===== src/rtl/uart_rx_frame_check.sv =====
// UART frame tail checker: samples parity/stop bits by 3-point majority after check_start; done
// pulses (2+par_en+stop_bits)*prescale+1 cycles later; check_start is ignored while busy. Break detect under UART_RX_BREAK_DETECT_EN.
module uart_rx_frame_check #(
    parameter int DATA_WIDTH = 8,
    parameter int PRESCALE_W = 6
) (
    input  logic                  clk,
    input  logic                  rst,
    input  logic                  rx_in,
    input  logic [PRESCALE_W-1:0] prescale,
    input  logic                  check_start,
    input  logic [DATA_WIDTH-1:0] data,
    input  logic                  par_en,
    input  logic                  par_type,
    input  logic                  stop_bits,
    output logic                  busy,
    output logic                  done,
    output logic                  par_error,
    output logic                  stop_error,
    output logic                  break_det
);

    typedef enum logic [2:0] {
        S_IDLE,
        S_PARITY,
        S_STOP1,
        S_STOP2,
        S_DONE
    } state_t;

    state_t                r_state;
    state_t                w_next;
    logic                  w_done;
    logic [PRESCALE_W-1:0] r_cnt;
    logic                  r_lead;
    logic [2:0]            r_smp;
    logic                  r_par_en;
    logic                  r_par_type;
    logic                  r_stop_bits;
    logic                  r_par_bit;
    logic                  r_stop_err;
    logic                  r_par_error;
    logic                  r_stop_error;

    logic [PRESCALE_W-1:0] w_half;
    logic                  w_start;
    logic                  w_in_bit;
    logic                  w_wrap;
    logic                  w_bit_end;
    logic                  w_maj;
    logic                  w_par_err_now;

    assign w_half    = prescale >> 1;
    assign w_start   = check_start && (r_state == S_IDLE);
    assign w_in_bit  = (r_state == S_PARITY) || (r_state == S_STOP1) || (r_state == S_STOP2);
    assign w_wrap    = (r_cnt == prescale - PRESCALE_W'(1));
    // The first bit period after check_start is a guard period: counted, never sampled.
    assign w_bit_end = w_in_bit && w_wrap && !r_lead;
    assign w_maj     = (r_smp[0] & r_smp[1]) | (r_smp[0] & r_smp[2]) | (r_smp[1] & r_smp[2]);

    always_ff @(posedge clk) begin
        if (!rst) begin
            r_state <= S_IDLE;
        end else begin
            r_state <= w_next;
        end
    end

    always_comb begin
        w_next = r_state;
        w_done = 1'b0;
        case (r_state)
            S_IDLE: begin
                if (check_start) begin
                    w_next = par_en ? S_PARITY : S_STOP1;
                end
            end
            S_PARITY: begin
                if (w_bit_end) begin
                    w_next = S_STOP1;
                end
            end
            S_STOP1: begin
                if (w_bit_end) begin
                    w_next = r_stop_bits ? S_STOP2 : S_DONE;
                end
            end
            S_STOP2: begin
                if (w_bit_end) begin
                    w_next = S_DONE;
                end
            end
            S_DONE: begin
                w_done = 1'b1;
                w_next = S_IDLE;
            end
            default: w_next = S_IDLE;
        endcase
    end

    always_ff @(posedge clk) begin
        if (!rst) begin
            r_cnt  <= '0;
            r_lead <= 1'b0;
        end else if (w_start) begin
            r_cnt  <= '0;
            r_lead <= 1'b1;
        end else if (w_in_bit) begin
            r_cnt <= w_wrap ? '0 : r_cnt + PRESCALE_W'(1);
            if (w_wrap) begin
                r_lead <= 1'b0;
            end
        end else begin
            r_cnt <= '0;
        end
    end

    always_ff @(posedge clk) begin
        if (!rst) begin
            r_smp <= '0;
        end else if (w_in_bit) begin
            if (r_cnt == w_half - PRESCALE_W'(1)) r_smp[0] <= rx_in;
            if (r_cnt == w_half)                  r_smp[1] <= rx_in;
            if (r_cnt == w_half + PRESCALE_W'(1)) r_smp[2] <= rx_in;
        end
    end

    always_ff @(posedge clk) begin
        if (!rst) begin
            r_par_en    <= 1'b0;
            r_par_type  <= 1'b0;
            r_stop_bits <= 1'b0;
            r_par_bit   <= 1'b0;
            r_stop_err  <= 1'b0;
        end else if (w_start) begin
            r_par_en    <= par_en;
            r_par_type  <= par_type;
            r_stop_bits <= stop_bits;
            r_par_bit   <= 1'b0;
            r_stop_err  <= 1'b0;
        end else if (w_bit_end) begin
            if (r_state == S_PARITY) begin
                r_par_bit <= w_maj;
            end else if (!w_maj) begin
                r_stop_err <= 1'b1;
            end
        end
    end

    assign w_par_err_now = r_par_en && (r_par_bit != ((^data) ^ r_par_type));

    // Flags are live in the done cycle and held in registers until the next done.
    always_ff @(posedge clk) begin
        if (!rst) begin
            r_par_error  <= 1'b0;
            r_stop_error <= 1'b0;
        end else if (w_done) begin
            r_par_error  <= w_par_err_now;
            r_stop_error <= r_stop_err;
        end
    end

    assign busy       = (r_state != S_IDLE);
    assign done       = w_done;
    assign par_error  = w_done ? w_par_err_now : r_par_error;
    assign stop_error = w_done ? r_stop_err : r_stop_error;

`ifdef UART_RX_BREAK_DETECT_EN
    logic r_line_low;
    logic r_break_det;
    logic w_break_now;

    always_ff @(posedge clk) begin
        if (!rst) begin
            r_line_low <= 1'b0;
        end else if (w_start) begin
            r_line_low <= 1'b1;
        end else if (w_bit_end && w_maj) begin
            r_line_low <= 1'b0;
        end
    end

    assign w_break_now = (data == '0) && r_line_low;

    always_ff @(posedge clk) begin
        if (!rst) begin
            r_break_det <= 1'b0;
        end else if (w_done) begin
            r_break_det <= w_break_now;
        end
    end

    assign break_det = w_done ? w_break_now : r_break_det;
`else
    assign break_det = 1'b0;
`endif

endmodule


===== config.mk =====
export PLATFORM = sky130hd
export DESIGN_NAME = uart_rx_frame_check
export DESIGN_NICKNAME = d
export VERILOG_FILES = /design/src/rtl/uart_rx_frame_check.sv
export SDC_FILE = /design/constraint.sdc
export NUM_CORES = 1
export LEC_CHECK = 0
export CAP_MARGIN = 0
export CORE_MARGIN = 2
export CORE_UTILIZATION = 52
export DETAILED_ROUTE_END_ITERATION = 6
export PLACE_DENSITY = 0.79
export SLEW_MARGIN = 10
export SYNTH_ARGS = -nofsm -noshare
export SYNTH_HDL_FRONTEND = slang
export SYNTH_SLANG_ARGS = --single-unit

===== constraint.sdc =====
create_clock -name clk -period 2.48 [get_ports clk]
set_clock_uncertainty 0.05 [all_clocks]
set_input_delay 0.248 -clock clk [delete_from_list [all_inputs] [get_ports clk]]
set_output_delay 0.248 -clock clk [all_outputs]
set_load 0.05 [all_outputs]

---- After elaboration in Yosys (flattened, before gate mapping) ----
Index checks and enable logic that the tools add are counted.
word-level totals
  word-level logic and storage cells ...... 74
  input port bits ......................... 21
  ROM bits ................................ 0
  memories kept ........................... 0
  bits in writable memories ............... 0
  bits in latches ......................... 0
  register bits ........................... 20
  output and inout port bits .............. 5
operators by class
  shifts and indexed selects .............. 0
  multiplexer cells ....................... 13
  reductions and logical operators ........ 21
  $lt $le $gt $ge ......................... 0
  bitwise gates (word level) .............. 10
  add/sub/neg operators ................... 4
  div/mod/pow operators ................... 0
  multiply operators ...................... 0
  eq/ne operators ......................... 13
operator list
  operator               count
  $eq A6 B6 Y1           3
  $mux W3                5
  $pmux W3 S4            1
  $reduce_and A2 Y1      5
  $ne A2 B2 Y1 const B   4
  $reduce_xor A8 Y1      1
  $add A5 B1 Y6 const B  1
  $add A6 B1 Y6 const B  1
  $eq A3 B2 Y1 const B   2
  $eq A6 B5 Y1           1
  $mux W1                6
  $sub A5 B1 Y6 const B  1
  $sub A6 B1 Y6 const B  1
  $logic_and A1 B1 Y1    4
  $not A1 Y1             4
  $reduce_and A4 Y1      1
  $reduce_bool A2 Y1     2
  $reduce_or A4 Y1       1
  $and A1 B1 Y1          3
  $eq A3 B1 Y1 const B   1
  $eq A3 B3 Y1 const B   1
  $logic_not A3 Y1       1
  $reduce_and A3 Y1      1
  $reduce_bool A3 Y1     1
  other kinds (7)        9

---- Logic depth before layout (Yosys ltp) ----
Gate-level depths: netlist (run 1).
  depth after elaboration ................. 7
  mapped depth ............................ 8
  mapped depth without buffers ............ 7

---- Worst setup path before layout (run 1) ----
OpenSTA, ideal clock, no wires.
  path kind ............................... input to register
  start ................................... input port data[2]
  end ..................................... register r_par_error
  path slack .............................. 83 ps
  required time ........................... 2,365 ps
  library setup time ...................... 65 ps
  cell stages on the path ................. 5
  arrival time ............................ 2,282 ps
  path buffers ............................ 0
  cell sequence ........................... xor2_1 xnor3_1 xnor2_1 o21ai_0 and2_1
between the ends
  cells in the longest elaborated chain, start to end .. 5
ends and longest elaborated chain
  item                    RTL line  RTL
  start: declaration      12        input logic [DATA_WIDTH-1:0] data,
  $reduce_xor A8 Y1       150       assign w_par_err_now = r_par_en && (r_par_bit != ((^data) ^ r_par_type));
  $xor A1 B1 Y1           150
  $ne A1 B1 Y1            150
  $logic_and A1 B1 Y1     150
  $mux W1                 --
  net par_error           18        output logic par_error,
  end signal: assignment  158       r_par_error <= w_par_err_now;
  end: declaration        42        logic r_par_error;
The timed path passes the listed nets, and every way through them passes these cells.
A chain may end at the register's enable or synchronous reset.

---- Worst setup path after layout (run 1) ----
  start ................................... input port prescale[0]
  end ..................................... register r_state[0]
between the ends
  cells in the longest elaborated chain, start to end .. 6
  elaborated cells on any way between the ends .. 8
  those cells by class .................... 1 x add/sub; 4 x eq/ne; 3 x reduce/logical
ends and longest elaborated chain
  item                                  RTL line  RTL
  start: declaration                    10        input logic [PRESCALE_W-1:0] prescale,
  $sub A6 B1 Y6 *                       56        assign w_wrap = (r_cnt == prescale - PRESCALE_W'(1));
  $eq A6 B6 Y1 *                        56
  $logic_and A1 B1 Y1 * (2 in a row)    58        assign w_bit_end = w_in_bit && w_wrap && !r_lead;
  $ne A2 B2 Y1 (no source line)         --
  $reduce_and A4 Y1 (no source line) *  --
  end signal: assignment                65        r_state <= w_next;
  end: declaration                      31        state_t r_state;
Every way passes the cells marked *; elsewhere a longest branch is shown, timed or not.

==> summary.md, run 1 <==
| Metric | Value |
|---|---|
| Post-DRT Antenna Nets | 0 |
| VDD IR-drop max | 0.284 mV |
| Tmin final | 2.31 ns |
| Die Area | 3260 µm² |
| Primary FF master, synth | dfxtp_1 |
| Worst path required time | 2.65 ns |
| Layout area overhead | 25.9% |
| WP data arrival | 2.48 ns |
| Reg-to-reg startpoint | r_cnt[2]$_SDFF_PP0_ |
| Most common cell after layout, fill and taps aside | clkdlybuf4s50_1 |
| H-tree depth | 1 |
| Worst-Skew Late Latency | 0.30 ns |
| PortBufs | 24 |
| Final hold violations | 0 |
| First-pass GRT wire length | 5350 µm |
| Pwr per Cell Area | 409 nW/µm² |
| Int Power | 0.537 mW |
| Cell Chain, Critical Path | clkdlybuf4s50_1, inv_1, ha_1, nor2b_1, or3_1, a31o_4, or4_1, a311oi_1 |
| Share of the synthesized area in the top cell type | 27.3% |
| Post-synth ARST share | 0% |
| Dpl hpwl | 2550 µm |
| Fillers | 226 |
| Synthesized flop and latch total | 20 |
| Setup crit end kind | flop |
| Num ports | 26 |
| Routability congestion estimate | 0.868 |
| Cells after Synth | 176 |
| Synth top area cells | dfxtp_1 27%, xnor2_1 10%, xor2_1 6.6% |
| DR iter-0 viols | 26 |
| Rel. slew slack | 66.5% |
| Initial antenna violation count | 0 |
| Vias per Instance | 5.50 |
| Min-delay src | r_smp[2]$_SDFFE_PN0P_ |
| Clk buf depth | 2 |
| Antenna fix cells | 0 |
| Static leakage power | 0.772 nW |
| CTS tree | built |
| Largest net degree at the start of global routing | 12 |
| Worst Tran Pin Value | 0.502 ns |
| Number of global-route vias before repair | 1277 |
| Top cell type by total area after synthesis | dfxtp_1 |
| Worst setup SP type | input pin |
| Post-synth EDFFs | 0 |
| Routed vias | 1321 |
| Routed Wire Length | 3040 µm |
| NumNets Final | 236 |
| DIE HEIGHT | 57.1 µm |
| Sw Share | 29.0% |
| GR Overflow Total | 0 |
| Reg power frac | 46.1% |
| Die span in x | 57.1 µm |
| Syn_area_per_cell | 8.34 µm² |
| WL/cell | 12.7 µm |
| Slew Limit Fails | 0 |
| CTS Root Cell | clkbuf_4 |
| # rows | 19 |
| Unique masters post-synth | 47 |
| Clock group share of total power | 25.4% |
| Overall power | 0.756 mW |
| Run status | complete, no violations |
| Fraction of layout cells with a size suffix above 1 | 13.4% |
| Comb pwr share | 28.5% |
| Crit path from | prescale[0] |
| CTS Sinks | 20 |
| Number of setup violations in the final report | 0 |
| Synthesized Nets | 202 |
| Most frequent cells in the layout | 22 x clkdlybuf4s50_1, 21 x nor2_1, 20 x dfxtp_1 |
| Worst hold slack | 0.420 ns |
| Crit path max-delay cell type | or4_1 |
| Post-route DRC | 0 |
| Gr usage total | 20.7% |
| Crit path max fanout | 3 |
| Final Cycle Share | 93.3% |
| Ys Warns | 0 |
| RSZ-0062 raised after global routing | false |
| CTS buffer count | 3 |
| Post-CTS setup buffers | 0 |
| Switch Pwr | 0.219 mW |
| Starting Density | 54.2% |
| Crit-path max cell delay | 0.52 ns |
| Clk slew on worst S/H paths | 0.11 ns |
| Worst setup path class | in2reg |
| Placeable Area | 2710 µm² |
| Peak Freq | 432 MHz |
| Post-Syn Area | 1470 µm² |
| Drt first pass iters | 4 |
| HP Class | reg2reg |
| # Max-Cap Violations | 0 |
| Sequential area share after synthesis | 27.3% |
## path summary, 6_finish.rpt
| kind | end | slack (ns) | depth (start not counted) |
|---|---|---|---|
| worst max register to register | r_state[0]$_SDFFE_PN0P_ | 0.49 | 4 |
| worst min-delay path | r_smp[2]$_SDFFE_PN0P_ | 0.42 | 2 |
| worst max-delay path | r_state[0]$_SDFFE_PN0P_ | 0.17 | 8 |
| worst min register to register | r_smp[2]$_SDFFE_PN0P_ | 0.42 | 2 |
## power by group through the flow
| stage | Combinational, mW | Clock, mW | Sequential (mW) |
|---|---|---|---|
| after floorplan | 0.143 | 0 | 0.349 |
| after global placement | 0.208 | 0 | 0.354 |
| after detailed placement | 0.216 | 0 | 0.356 |
| after CTS | 0.217 | 0.198 | 0.349 |
| after global routing | 0.235 | 0.217 | 0.351 |
| final | 0.216 | 0.192 | 0.349 |
## cell families after synthesis
logic type / synth area share (%)
fa+ha+maj: 4.94
flops: 27.3
buf+inv: 5.63
xor+xnor: 18.2
mux: 6.22
compound gates: 9.80
other cells: 0.256
simple gates: 27.6
## cell usage after synthesis, types with 2 or more instances
cell      number
and2_1         2
nor2b_1        2
xor2_1        11
clkbuf_1       3
nor4_1         4
o21ai_0        6
buf_2          3
nand2b_1       4
nor2_1        21
inv_1          8
or3_1          4
dfxtp_1       20
a21oi_1        4
buf_4          2
or4_1          2
and3_1         2
nand2_1       13
nand3_1        6
ha_1           5
xnor2_1       17
nor3b_1        2
a211oi_1       2
nand4_1        2
mux2i_1        8
## critical path: cells and delay by family
kind	cells	cell delay, ns
AO/OA/AOI/OAI	2	0.52
AND/OR/NAND/NOR	3	1.01
adder cells (fa/ha/maj)	1	0.19
buffers and inverters	2	0.53
## registers in the layout (all words and copies together) (netlist names)
name,cells
r_stop_error,1
r_cnt,6
r_par_error,1
r_par_en,1
r_lead,1
r_smp,3
r_state,3
r_par_type,1
r_stop_err,1
r_par_bit,1
r_stop_bits,1
## area by class of cell
type	count	area (µm²)	area share, %
timing repair buffer	38	358	19.4
multi-input combinational	139	985	53.3
tap	31	38.8	2.10
sequential	20	400	21.7
clock buffer	4	36.3	1.96
inverter	8	30.0	1.62
## per-stage QoR
stage / instance area [µm²] / worst slack (ns) / setup TNS [ns] / cells / util, %
floorplan: 1470 / 0.0827 / 0 / 176 / -
global placement: 1810 / -0.0616 / -0.0899 / 236 / 66.8
detailed placement: 1810 / -0.163 / -0.426 / 236 / 66.8
CTS: 1850 / 0.0199 / 0 / 240 / 68.1
global route: 1850 / 0.0498 / 0 / 240 / 68.2
finish: 1850 / 0.166 / 0 / 240 / 68.2
## routing by layer
metal	vias to the layer above	GRT usage, %	part of all wire, %
met5	-	0	0
met4	0	12.0	2.9
met3	8	2.72	3.7
met2	29	38.8	52
met1	615	22.0	41
li1	669	-	-
## what timing repair did
item,4_1_cts,5_1_grt
endpoints found under the setup margin,0,1
hold buffers,0,0
gates resized for setup,0,1
Note: power is estimated with default switching activity, not from simulation.
==> run 2, diff against run 1 <==
--- a/config.mk
+++ b/config.mk
@@ -5,7 +5,7 @@
 export SDC_FILE = /design/constraint.sdc
 export NUM_CORES = 1
 export LEC_CHECK = 0
-export CAP_MARGIN = 0
+export CAP_MARGIN = 20
 export CORE_MARGIN = 2
 export CORE_UTILIZATION = 52
 export DETAILED_ROUTE_END_ITERATION = 6
==> results of run 2 <==
Same layout as run 1: the final DEF is identical, and so are final timing and power.
==> run 3, diff against run 2 <==
--- a/config.mk
+++ b/config.mk
@@ -5,7 +5,6 @@
 export SDC_FILE = /design/constraint.sdc
 export NUM_CORES = 1
 export LEC_CHECK = 0
-export CAP_MARGIN = 20
 export CORE_MARGIN = 2
 export CORE_UTILIZATION = 52
 export DETAILED_ROUTE_END_ITERATION = 6
==> results of run 3 <==
Same layout as run 1: the final DEF is identical, and so are final timing and power.
